## config.mk

```make
export PLATFORM = sky130hd
export DESIGN_NAME = pipelined_addsub_flat
export DESIGN_NICKNAME = d
export VERILOG_FILES = /design/src/rtl/addsub_pkg.sv /design/src/rtl/pipelined_addsub_if.sv /design/src/rtl/addsub_seg.sv /design/src/rtl/pipelined_addsub.sv /design/src/flat_wrapper.sv
export SDC_FILE = /design/constraint.sdc
export NUM_CORES = 1
export LEC_CHECK = 0
export ABC_AREA = 1
export BUFFER_PORTS_ARGS = -buffer_cell sky130_fd_sc_hd__buf_2
export CAP_MARGIN = 5
export CORE_MARGIN = 2
export CORE_UTILIZATION = 35
export CTS_CLUSTER_SIZE = 14
export DETAILED_ROUTE_END_ITERATION = 7
export GPL_TIMING_DRIVEN = 0
export PLACE_DENSITY = 0.52
export SLEW_MARGIN = 20
export SYNTH_ARGS = -nofsm -noshare
export SYNTH_HDL_FRONTEND = slang
export SYNTH_SLANG_ARGS = --single-unit
```

## constraint.sdc

```tcl
create_clock -name i_clk -period 12.9 [get_ports i_clk]
set_input_delay 1.935 -clock i_clk [delete_from_list [all_inputs] [get_ports i_clk]]
set_output_delay 1.935 -clock i_clk [all_outputs]
set_load 0.005 [all_outputs]
```

## src/rtl/addsub_pkg.sv

```systemverilog
// addsub_pkg: shared control struct and saturation constants for pipelined_addsub
package addsub_pkg;
  typedef struct packed {
    logic valid;
    logic sub;
    logic sat;
    logic carry;
  } ctl_t;
  function automatic logic [63:0] sat_val(input int width, input logic pos);
    logic [63:0] min_v;
    min_v = 64'd1 << (width - 1);
    return pos ? min_v - 64'd1 : min_v;
  endfunction
endpackage

```

## src/rtl/pipelined_addsub_if.sv

```systemverilog
// pipelined_addsub_if: operand/result handshake bundle for pipelined_addsub
interface pipelined_addsub_if #(
  parameter int WIDTH = 32
);
  logic             i_valid;
  logic             o_ready;
  logic [WIDTH-1:0] i_a;
  logic [WIDTH-1:0] i_b;
  logic             i_cin;
  logic             i_sub;
  logic             i_sat;
  logic             o_valid;
  logic             i_ready;
  logic [WIDTH-1:0] o_sum;
  logic             o_carry;
  logic             o_ovf;
  modport master (
    output i_valid, i_a, i_b, i_cin, i_sub, i_sat, i_ready,
    input  o_ready, o_valid, o_sum, o_carry, o_ovf
  );
  modport slave (
    input  i_valid, i_a, i_b, i_cin, i_sub, i_sat, i_ready,
    output o_ready, o_valid, o_sum, o_carry, o_ovf
  );
endinterface

```

## src/rtl/addsub_seg.sv

```systemverilog
// addsub_seg: combinational ripple segment reporting carry-out and carry into its MSB
module addsub_seg #(
  parameter int W = 8
) (
  input  logic [W-1:0] a,
  input  logic [W-1:0] b,
  input  logic         cin,
  output logic [W-1:0] sum,
  output logic         cout,
  output logic         cmsb
);
  assign {cout, sum} = {1'b0, a} + {1'b0, b} + (W + 1)'(cin);
  assign cmsb = a[W-1] ^ b[W-1] ^ sum[W-1];
endmodule

```

## src/rtl/pipelined_addsub.sv

```systemverilog
// pipelined_addsub: segmented-carry add/sub with optional saturation behind a valid/ready pipeline
module pipelined_addsub
  import addsub_pkg::*;
#(
  parameter int WIDTH     = 32,
  parameter int SEG_WIDTH = 8
) (
  input logic i_clk,
  input logic i_rst_n,
  pipelined_addsub_if.slave bus
);
  localparam int STAGES = WIDTH / SEG_WIDTH;
  logic             en;
  logic             ovf;
  logic             cmsb_q;
  logic [WIDTH-1:0] r_in [STAGES];
  logic [WIDTH-1:0] b_in [STAGES];
  logic [WIDTH-1:0] r_q  [STAGES];
  logic [WIDTH-1:0] b_q  [STAGES];
  ctl_t             c_in [STAGES];
  ctl_t             c_q  [STAGES];
  if (WIDTH % SEG_WIDTH != 0) begin : g_bad_width
    $error("WIDTH must be a multiple of SEG_WIDTH");
  end
  assign en          = ~c_q[STAGES-1].valid | bus.i_ready;
  assign bus.o_ready = en;
  // r carries resolved sum segments below stage k and untouched A segments above it
  for (genvar k = 0; k < STAGES; k++) begin : g_stage
    localparam int LSB = k * SEG_WIDTH;
    logic [SEG_WIDTH-1:0] sum;
    logic                 cout;
    logic                 cmsb;
    if (k == 0) begin : g_head
      assign r_in[k] = bus.i_a;
      assign b_in[k] = bus.i_sub ? ~bus.i_b : bus.i_b;
      assign c_in[k] = '{valid: bus.i_valid, sub: bus.i_sub, sat: bus.i_sat,
                         carry: bus.i_sub ^ bus.i_cin};
    end else begin : g_tail
      assign r_in[k] = r_q[k-1];
      assign b_in[k] = b_q[k-1];
      assign c_in[k] = c_q[k-1];
    end
    addsub_seg #(.W(SEG_WIDTH)) u_seg (
      .a   (r_in[k][LSB +: SEG_WIDTH]),
      .b   (b_in[k][LSB +: SEG_WIDTH]),
      .cin (c_in[k].carry),
      .sum (sum),
      .cout(cout),
      .cmsb(cmsb)
    );
    always_ff @(posedge i_clk)
      if (!i_rst_n) begin
        r_q[k] <= '0;
        b_q[k] <= '0;
        c_q[k] <= '0;
      end else if (en) begin
        r_q[k]                   <= r_in[k];
        r_q[k][LSB +: SEG_WIDTH] <= sum;
        b_q[k]                   <= b_in[k];
        c_q[k] <= '{valid: c_in[k].valid, sub: c_in[k].sub, sat: c_in[k].sat, carry: cout};
      end
    if (k == STAGES - 1) begin : g_msb
      always_ff @(posedge i_clk)
        if (!i_rst_n) cmsb_q <= 1'b0;
        else if (en) cmsb_q <= cmsb;
    end
  end
  assign ovf         = cmsb_q ^ c_q[STAGES-1].carry;
  assign bus.o_valid = c_q[STAGES-1].valid;
  assign bus.o_carry = c_q[STAGES-1].carry;
  assign bus.o_ovf   = ovf;
  assign bus.o_sum   = (c_q[STAGES-1].sat & ovf) ? WIDTH'(sat_val(WIDTH, cmsb_q)) : r_q[STAGES-1];
endmodule
```

## src/flat_wrapper.sv

```systemverilog
// flat-port wrapper written by rule: the top's interface ports become plain ports
module pipelined_addsub_flat import addsub_pkg::*;
#(
  parameter int WIDTH     = 32,
  parameter int SEG_WIDTH = 8
)
  (i_clk, i_rst_n, bus_i_valid, bus_i_a, bus_i_b, bus_i_cin, bus_i_sub, bus_i_sat, bus_i_ready, bus_o_ready, bus_o_valid, bus_o_sum, bus_o_carry, bus_o_ovf);
  pipelined_addsub_if #(.WIDTH(WIDTH)) bus_i ();
  input logic i_clk;
  input logic i_rst_n;
  input wire logic [$bits(bus_i.i_valid)-1:0] bus_i_valid;
  input wire logic [$bits(bus_i.i_a)-1:0] bus_i_a;
  input wire logic [$bits(bus_i.i_b)-1:0] bus_i_b;
  input wire logic [$bits(bus_i.i_cin)-1:0] bus_i_cin;
  input wire logic [$bits(bus_i.i_sub)-1:0] bus_i_sub;
  input wire logic [$bits(bus_i.i_sat)-1:0] bus_i_sat;
  input wire logic [$bits(bus_i.i_ready)-1:0] bus_i_ready;
  output wire logic [$bits(bus_i.o_ready)-1:0] bus_o_ready;
  output wire logic [$bits(bus_i.o_valid)-1:0] bus_o_valid;
  output wire logic [$bits(bus_i.o_sum)-1:0] bus_o_sum;
  output wire logic [$bits(bus_i.o_carry)-1:0] bus_o_carry;
  output wire logic [$bits(bus_i.o_ovf)-1:0] bus_o_ovf;
  assign bus_i.i_valid = bus_i_valid;
  assign bus_i.i_a = bus_i_a;
  assign bus_i.i_b = bus_i_b;
  assign bus_i.i_cin = bus_i_cin;
  assign bus_i.i_sub = bus_i_sub;
  assign bus_i.i_sat = bus_i_sat;
  assign bus_i.i_ready = bus_i_ready;
  assign bus_o_ready = bus_i.o_ready;
  assign bus_o_valid = bus_i.o_valid;
  assign bus_o_sum = bus_i.o_sum;
  assign bus_o_carry = bus_i.o_carry;
  assign bus_o_ovf = bus_i.o_ovf;
  pipelined_addsub #(.WIDTH(WIDTH), .SEG_WIDTH(SEG_WIDTH)) u_core (.i_clk(i_clk), .i_rst_n(i_rst_n), .bus(bus_i));
endmodule
```

* Yosys cells after proc, flatten, opt, wreduce, memory -nomap -nowiden *
Memories as Yosys holds them, arrays and structs flattened.
Cells that the tools add are included.

cells by class
  add/sub/neg operators = 8
  muxes and demuxes = 23
  bitwise logic cells = 24

operator list
  cell         count
  $mux 32      11
  $add 8x8->9  4
  $add 9x1->9  4
  $mux 8       4
  $not 32->32  1
  $or 1x1->1   17
  $mux 4       4
  $mux 1       4
  $xor 1x1->1  4
  $and 1x1->1  1
  $not 1->1    1

word-level totals
  register bits = 1
  memory bits (writable) = 272
  input port bits = 71
  output and inout bits = 36
  logic and storage cells = 59
  memories = 3

memory list
  name        depth  bits a word  read ports  clocked after Yosys merged registers in  wr ports  RTL line                source
  u_core.b_q  4      32           3           0                                        4         pipelined_addsub.sv:19  logic [WIDTH-1:0] b_q [STAGES];
  u_core.r_q  4      32           4           0                                        4         pipelined_addsub.sv:18  logic [WIDTH-1:0] r_q [STAGES];
  u_core.c_q  4      4            4           0                                        4         pipelined_addsub.sv:21  ctl_t c_q [STAGES];

* Logic depth before layout (Yosys ltp) *
Gate-level depths: netlist of run 1.
An unclocked memory read counts as a cell.

  word-level depth = 8
  depth in mapped cells = 12
  gate-level depth less buffers = 10

* By module *
A second synthesis of run 1 with hierarchy kept.

second synthesis, totals
  cells, all modules = 918
  area, all modules = 9323.9 um^2

modules (own cells, without submodules)
  module                                    times used  cells an instance  area each (um^2)  sequential area each (um^2)
  pipelined_addsub                          1           682                7855.0            5665.4
  addsub_seg (u_core.g_stage[1].u_seg ...)  3           59                 370.4             0.0
  addsub_seg (u_core.g_stage[0].u_seg)      1           59                 357.8             0.0

* Worst setup path before layout of run 1 *
No wires, ideal clock.

  path type = in2reg
  from = input port bus_i_ready
  to = memory u_core.b_q[0][10] (enable)
  setup time = 1986 ps
  arrival time = 6180 ps
  required time = 10914 ps
  path slack = 4734 ps
  stages = 2
  buffers on the path = 0
  cell sequence = inv_1 -> nand3_1

RTL lines
  item                RTL line                source
  start: declaration  flat_wrapper.sv:17      input wire logic [$bits(bus_i.i_ready)-1:0] bus_i_ready;
  end: declaration    pipelined_addsub.sv:19

* Final worst setup path of run 1 *
  from = input port bus_i_ready
  to = output port bus_o_ready

on the way
  cells in the longest elaborated chain, start to end = 1

ends and longest elaborated chain
  item              RTL line                source
  $or 1x1->1        pipelined_addsub.sv:25  assign en = ~c_q[STAGES-1].valid | bus.i_ready;
  end: declaration  flat_wrapper.sv:18      output wire logic [$bits(bus_i.o_ready)-1:0] bus_o_ready;

No other way between the ends.

==> impl_metrics.csv, run 1 <==
group,metric,value,unit
worst_setup_path,criticalPathCategory,"in2out",
power,ir_drop,0.0721,mV
clocking,root_buffer,"clkbuf_16",
finish,finalNetCount,1152,
global_route,met2_usage,0.222,
drt,dr.pass1.iters,4,
sta,skew,10.6,ps
logic_synthesis,seq_area_frac_synth,0.622,
floorplan,start_util,0.353,
worst_setup_path,critPathLaunchType,"primary input",
clocking,cts_hold_buffers,0,
power,power_leakage,0.00518,µW
placement,dpl_cell_area,10200,µm²
finish,diodes,0,
clocking,clock_path_buffers,2,
finish,utilization,0.417,
logic_synthesis,synth_top_area_share,0.620,
sta,tightest_slew,441,ps
drt,wl,17.6,mm
global_route,grt_pass1_wl,27.9,mm
sta,max_freq,0.234,GHz
global_route,use_met3,0.0277,
worst_hold_path,hold_path_class,"reg2reg",
global_route,busiest_layer,"met2",
worst_setup_path,end_kind,"output port",
clocking,numCtsBuffers,17,
clocking,h-tree-depth,4,
drt,drt_iter0_drc,321,
sta,rsz0062_at_grt,"false",
worst_setup_path,cp_max_fo,2,
placement,gp_congestion,0.809,
logic_synthesis,syn-mean-instance-area,9.94,µm²
finish,finalInstanceArea,10800,µm²
logic_synthesis,postSynthCellCount,917,
placement,port_buffers,105,
sta,finalWorstSetupSlack,8630,ps
clocking,insertion_delay,430,ps
logic_synthesis,synth-edff-count,188,
logic_synthesis,ys.flop_type,"edfxtp_1",
power,power.density,133,nW/µm²
logic_synthesis,syn_nets,1024,
outcome,status,"finished, final reports clean",
sta,timing.setup.tns,0,ps
drt,via_per_inst,4.18,
global_route,antenna_found_initial,0,
logic_synthesis,yosysWarnings,0,
clocking,clock-sinks,189,
logic_synthesis,synth_commonest_cells,"nor2_1, inv_1, edfxtp_1, nand2_1, a21oi_1",
drt,drtAntennaViolNets,0,
logic_synthesis,syn_area,9110,µm²
logic_synthesis,yosysTopAreaCell,"edfxtp_1",
clocking,tritoncts,"yes",
sta,hold_slack,525,ps
floorplan,die_area,27300,µm²
floorplan,rows,59,
clocking,ctsResizeCount,0,
global_route,first_global_vias,5459,
drt,wl_per_cell,12.6,µm
sta,final_max_slew_viol_count,0,
sta,period_share,0.331,
global_route,grt_overflow,0,
logic_synthesis,synth_most_common_cell,"nor2_1",
drt,vias,5819,
flow_run,drv_cap,0,
logic_synthesis,ys_ff_latch,189,
global_route,grt_util_met1,0.177,
worst_setup_path,arrival,2330,ps
floorplan,die-width,165,µm
sta,timing_hold_violations_final,0,
logic_synthesis,synth_cell_types,20,
sta,slew_headroom,0.706,
floorplan,fp.dieH,165,µm
sta,period_needed,4270,ps
logic_synthesis,async_flop_share,0,
finish,drive_above_1_share,0.162,
clocking,post_cts_buffers,0,
placement,dpl.hpwl,12.6,mm
logic_synthesis,synth.area.top_cells,"edfxtp_1, nor2_1, inv_1, nand2_1, ha_1",
worst_setup_path,critPathRequiredTime,10970,ps
clocking,path_clk_slew,60,ps
floorplan,ios,107,
floorplan,core_area,25800,µm²
global_route,grt_max_degree,50,
sta,setup_viol,0,
global_route,grt_usage,0.135,
drt,drc,0,
finish,filler_cell_count,2564,
finish,area_growth,18.1,%
placement,place_ws,8480,ps
[power breakdown]
group          total (µW)  internal, µW  switching (µW)
clock                 534           307             227
sequential            741           727            13.8
combinational         154          61.5            92.6
[per-stage QoR]
stage,power (µW),instances
2_1_floorplan,857,917
3_3_place_gp,910,1357
3_5_place_dp,911,1361
4_1_cts,1440,1393
5_1_grt,1500,1393
6_report,1430,1393
[placed cells by master (no fill, tap or decap), types with 5 or more instances in the layout]
cell,Yosys,layout
a21oi_1,32,32
buf_2,27,132
clkbuf_16,0,17
edfxtp_1,188,188
fa_1,8,8
ha_1,28,28
inv_1,189,189
nand2_1,166,166
nand3_1,26,25
nor2_1,195,195
o21a_1,5,5
o21ai_0,9,9
xnor2_1,25,25
xor2_1,8,8
[per-layer routing]
metal  wire length, µm  part of all wire
met3               816             0.046
met1              8170              0.47
met4               363             0.021
met2              8210              0.47
met5                 0                 0
[logic make-up after synthesis]
group,count (synthesis),share of synthesized area
buffers and inverters,220,0.0968
XOR/XNOR,33,0.0317
adder cells (fa/ha/maj),36,0.0560
flip-flops,189,0.622
AO/OA/AOI/OAI,47,0.0273
AND/OR/NAND/NOR,392,0.166
[critical path, stage by stage]
cell	delay, ps
buf_2	100
inv_1	100
nand2_1	80
buf_2	130
[state kept, by name (all words and copies together), names as in the netlist]
signal,flops
u_core.c_q,12
u_core.r_q,128
u_core.cmsb_q,1
u_core.b_q,48
[layout make-up]
cell class	instances	area, µm²	area share
Multi-Input combinational cell	508	2580	0.240
Clock inverter	13	164	0.0152
Buffer	30	169	0.0157
Clock buffer	19	433	0.0402
Timing Repair Buffer	109	621	0.0577
Inverter	190	713	0.0663
Tap cell	335	419	0.0389
Sequential cell	189	5670	0.526
[worst paths after layout]
| kind | startpoint | endpoint | slack, ps | cells after the start |
|---|---|---|---|---|
| max reg2reg | u_core.r_q[0][8] | u_core.c_q[1][0] | 10830 | 6 |
| min reg2reg | u_core.cmsb_q | u_core.cmsb_q | 520 | 2 |
| min | u_core.cmsb_q | u_core.cmsb_q | 520 | 2 |
| max | bus_i_ready | bus_o_ready | 8630 | 4 |
Power figures use the tool's default switching activity.
==> inputs of run 2 (changes only) <==
- ABC_AREA: 1 -> 0
- PLACE_DENSITY: 0.52 -> 0.54
- clock period: 12.9 -> 3.5 ns (I/O delays scaled with it)
==> run 2 against run 1 <==
Against the previous run:
- sequential share of layout area increased by 0.85 points
- synthesized cell count decreased by 25%
- worst setup slack got worse by 8000 ps
- sequential power increased to 3.7 times the previous value
- combinational power increased to 3.5 times the previous value
- clock skew decreased by 2.7 ps
- routed wire length increased by 7.9%
- area after synthesis decreased by 1.1%
- total power increased to 3.6 times the previous value
- critical path type is now in2reg
- largest cell class unchanged
==> impl_metrics.csv, run 2 <==
group,metric,value,unit
finish,finalNetCount,917,
sta,hold_slack,397,ps
finish,seq_area,5670,µm²
logic_synthesis,syn-mean-instance-area,13.1,µm²
clocking,path_clk_slew,80,ps
placement,dpl_cell_area,9990,µm²
logic_synthesis,postSynthCellCount,686,
finish,largest_register_ffs,128,
worst_setup_path,critPathTopFamily,"buffers and inverters",
logic_synthesis,synth_top_area_share,0.626,
global_route,grt_pass1_wl,29.6,mm
worst_setup_path,startpoint,"bus_i_sub",
drt,met2WireLength,8.52,mm
sta,rsz0062_at_grt,"false",
worst_setup_path,cp.depth,10,
sta,tightest_slew,776,ps
worst_hold_path,hold_path_class,"in2reg",
placement,dpl.hpwl,13.8,mm
logic_synthesis,synth_commonest_cells,"edfxtp_1, and3_1, nor2_1, a21o_1, clkbuf_1",
power,power.density,492,nW/µm²
clocking,ctsResizeCount,0,
logic_synthesis,synth.area.top_cells,"edfxtp_1, and3_1, ha_1, a21o_1, xnor2_1",
logic_synthesis,yosysWarnings,0,
clocking,tritoncts,"yes",
drt,dr_wl_met3,791,µm
drt,drt_iter0_drc,357,
logic_synthesis,ys.flop_type,"edfxtp_1",
finish,filler_cell_count,2387,
logic_synthesis,syn_nets,793,
sta,skew,7.92,ps
worst_hold_path,min_from,"bus_i_valid",
logic_synthesis,yosys.area_share.adder,0.0566,
logic_synthesis,synth-edff-count,188,
power,pwr-share-clk,0.373,
worst_setup_path,criticalPathCategory,"in2reg",
logic_synthesis,yosysTopAreaCell,"edfxtp_1",
sta,final_max_slew_viol_count,0,
floorplan,ios,107,
floorplan,core_area,25300,µm²
sta,slew_headroom,0.482,
finish,largestRegisters,"u_core.r_q x128, u_core.b_q x48, u_core.c_q x12",
flow_run,drv_cap,0,
sta,period_share,0.814,
clocking,post_cts_buffers,0,
worst_setup_path,crit_path_frequent_cell,"fa_1",
power,power.internal,3950,µW
finish,final_common_cell,"edfxtp_1",
drt,wl_per_cell,16.4,µm
finish,drive_above_1_share,0.193,
logic_synthesis,synth_most_common_cell,"edfxtp_1",
power,ir_drop,0.326,mV
sta,max_freq,0.351,GHz
worst_hold_path,hold_depth,2,
clocking,root_buffer,"clkbuf_16",
drt,wl,18.9,mm
logic_synthesis,post_synth_mux_area_share,0,
floorplan,fp.dieH,164,µm
clocking,insertion_delay,430,ps
drt,via_per_inst,4.89,
worst_setup_path,critPathLaunchType,"primary input",
floorplan,die_area,27000,µm²
finish,finalInstanceArea,10600,µm²
finish,utilization,0.419,
drt,dr.max_layer_used,"met4",
worst_setup_path,r2r_start,"u_core.r_q[0][8]",
worst_setup_path,path_cells,"clkbuf_1 > buf_2 > xor2_1 > fa_1 > inv_1 > fa_1 > nor2b_4 > o31a_1 > or4_1 > nand3_1",
power,power_leakage,0.00506,µW
logic_synthesis,ys_ff_latch,189,
floorplan,die-width,164,µm
clocking,numCtsBuffers,17,
worst_setup_path,slowest_delay,470,ps
global_route,antenna_found_initial,0,
drt,drc,0,
clocking,clock-sinks,189,
logic_synthesis,synth_compound_area_frac,0.0890,
logic_synthesis,synth_cell_types,47,
logic_synthesis,seq_area_frac_synth,0.629,
global_route,grt_usage,0.145,
placement,port_buffers,104,
clocking,cts_hold_buffers,0,
placement,gp_congestion,0.803,
sta,timing.setup.tns,0,ps
sta,period_needed,2850,ps
worst_setup_path,worst-r2r-cell-count,6,
worst_setup_path,cp_max_fo,10,
clocking,clock_path_buffers,2,
sta,setup_viol,0,
drt,dr.pass1.iters,7,
sta,timing_hold_violations_final,0,
global_route,first_global_vias,5330,
drt,wl_met1,9.43,mm
finish,regMostFlops,"u_core.r_q",
logic_synthesis,synthSimpleGateAreaFrac,0.160,
logic_synthesis,syn_area,9010,µm²
worst_setup_path,critPathBufInv,3,
worst_setup_path,crit_slowest_cell,"or4_1",
finish,area_growth,17.5,%
power,seq_power_share,0.522,
worst_setup_path,arrival,3140,ps
global_route,grt_overflow,0,
clocking,h-tree-depth,4,
worst_setup_path,critPathRequiredTime,3790,ps
power,power_switching,1270,µW
finish,multi_input_comb_area,3100,µm²
power,switching_share,0.243,
floorplan,start_util,0.357,
floorplan,rows,58,
worst_setup_path,end_kind,"register",
drt,vias,5640,
logic_synthesis,synthXorXnorAreaFrac,0.0360,
finish,layout_common_cells,"edfxtp_1, and3_1, buf_2",
outcome,status,"finished, final reports clean",
logic_synthesis,async_flop_share,0,
global_route,grt_max_degree,105,
drt,drtAntennaViolNets,0,
logic_synthesis,synth_top_family_by_area,"simple AND/OR/NAND/NOR gates",
power,p_comb_frac,0.104,
[run 2: routing by layer]
layer / global-route usage / vias to the layer above
li1: - / 2832
met1: 0.210 / 2670
met2: 0.224 / 126
met3: 0.0246 / 12
met4: 0.0443 / 0
met5: 0 / -
[run 2: cells by family (layout without fill, tap and decap cells)]
| kind of cell | Yosys count | after routing |
|---|---|---|
| simple gates | 247 | 247 |
| flops | 189 | 189 |
| compound gates | 111 | 111 |
| buf+inv | 66 | 203 |
| xor+xnor | 37 | 37 |
| fa+ha+maj | 36 | 36 |
| other cells | 0 | 1 |
[run 2: area by class of cell]
cell class / count / share of cell area
diodes: 1 / 0.000236
plain buffers: 50 / 0.0195
clock buffers: 17 / 0.0402
clock inverters: 15 / 0.0163
inverters: 16 / 0.00567
multi-input cells: 431 / 0.292
flip-flops and latches: 189 / 0.535
well taps: 330 / 0.0390
repair buffers: 105 / 0.0517
[run 2: path summary, 6_finish.rpt]
path                             to  slack (ps)
hold / removal     u_core.c_q[0][3]         400
hold reg to reg    u_core.r_q[1][4]         550
setup / recovery   u_core.r_q[0][6]         650
setup reg to reg  u_core.r_q[1][14]         910
[run 2: worst register-to-register path: stages (launching register included)]
cell and delay (ps):
edfxtp_1 410, fa_1 500, fa_1 510, a211oi_2 190, nor2_1 120, o2111a_1 230
or3_1 380
[run 2: power by group through the flow]
stage	Clock (µW)	Combinational, µW	Sequential (µW)
finish	1950	544	2720
global route	2070	616	2740
CTS	1980	553	2730
detailed placement	0	549	2780
global placement	0	542	2770
floorplan	0	364	2750
[run 2: metrics by stage]
step | setup slack, ps | cells | power, µW
after floorplan | 654 | 686 | 3120
after global placement | -31.4 | 1120 | 3320
after detailed placement | 189 | 1121 | 3320
after CTS | 650 | 1153 | 5260
after global routing | 535 | 1153 | 5420
final | 649 | 1154 | 5220
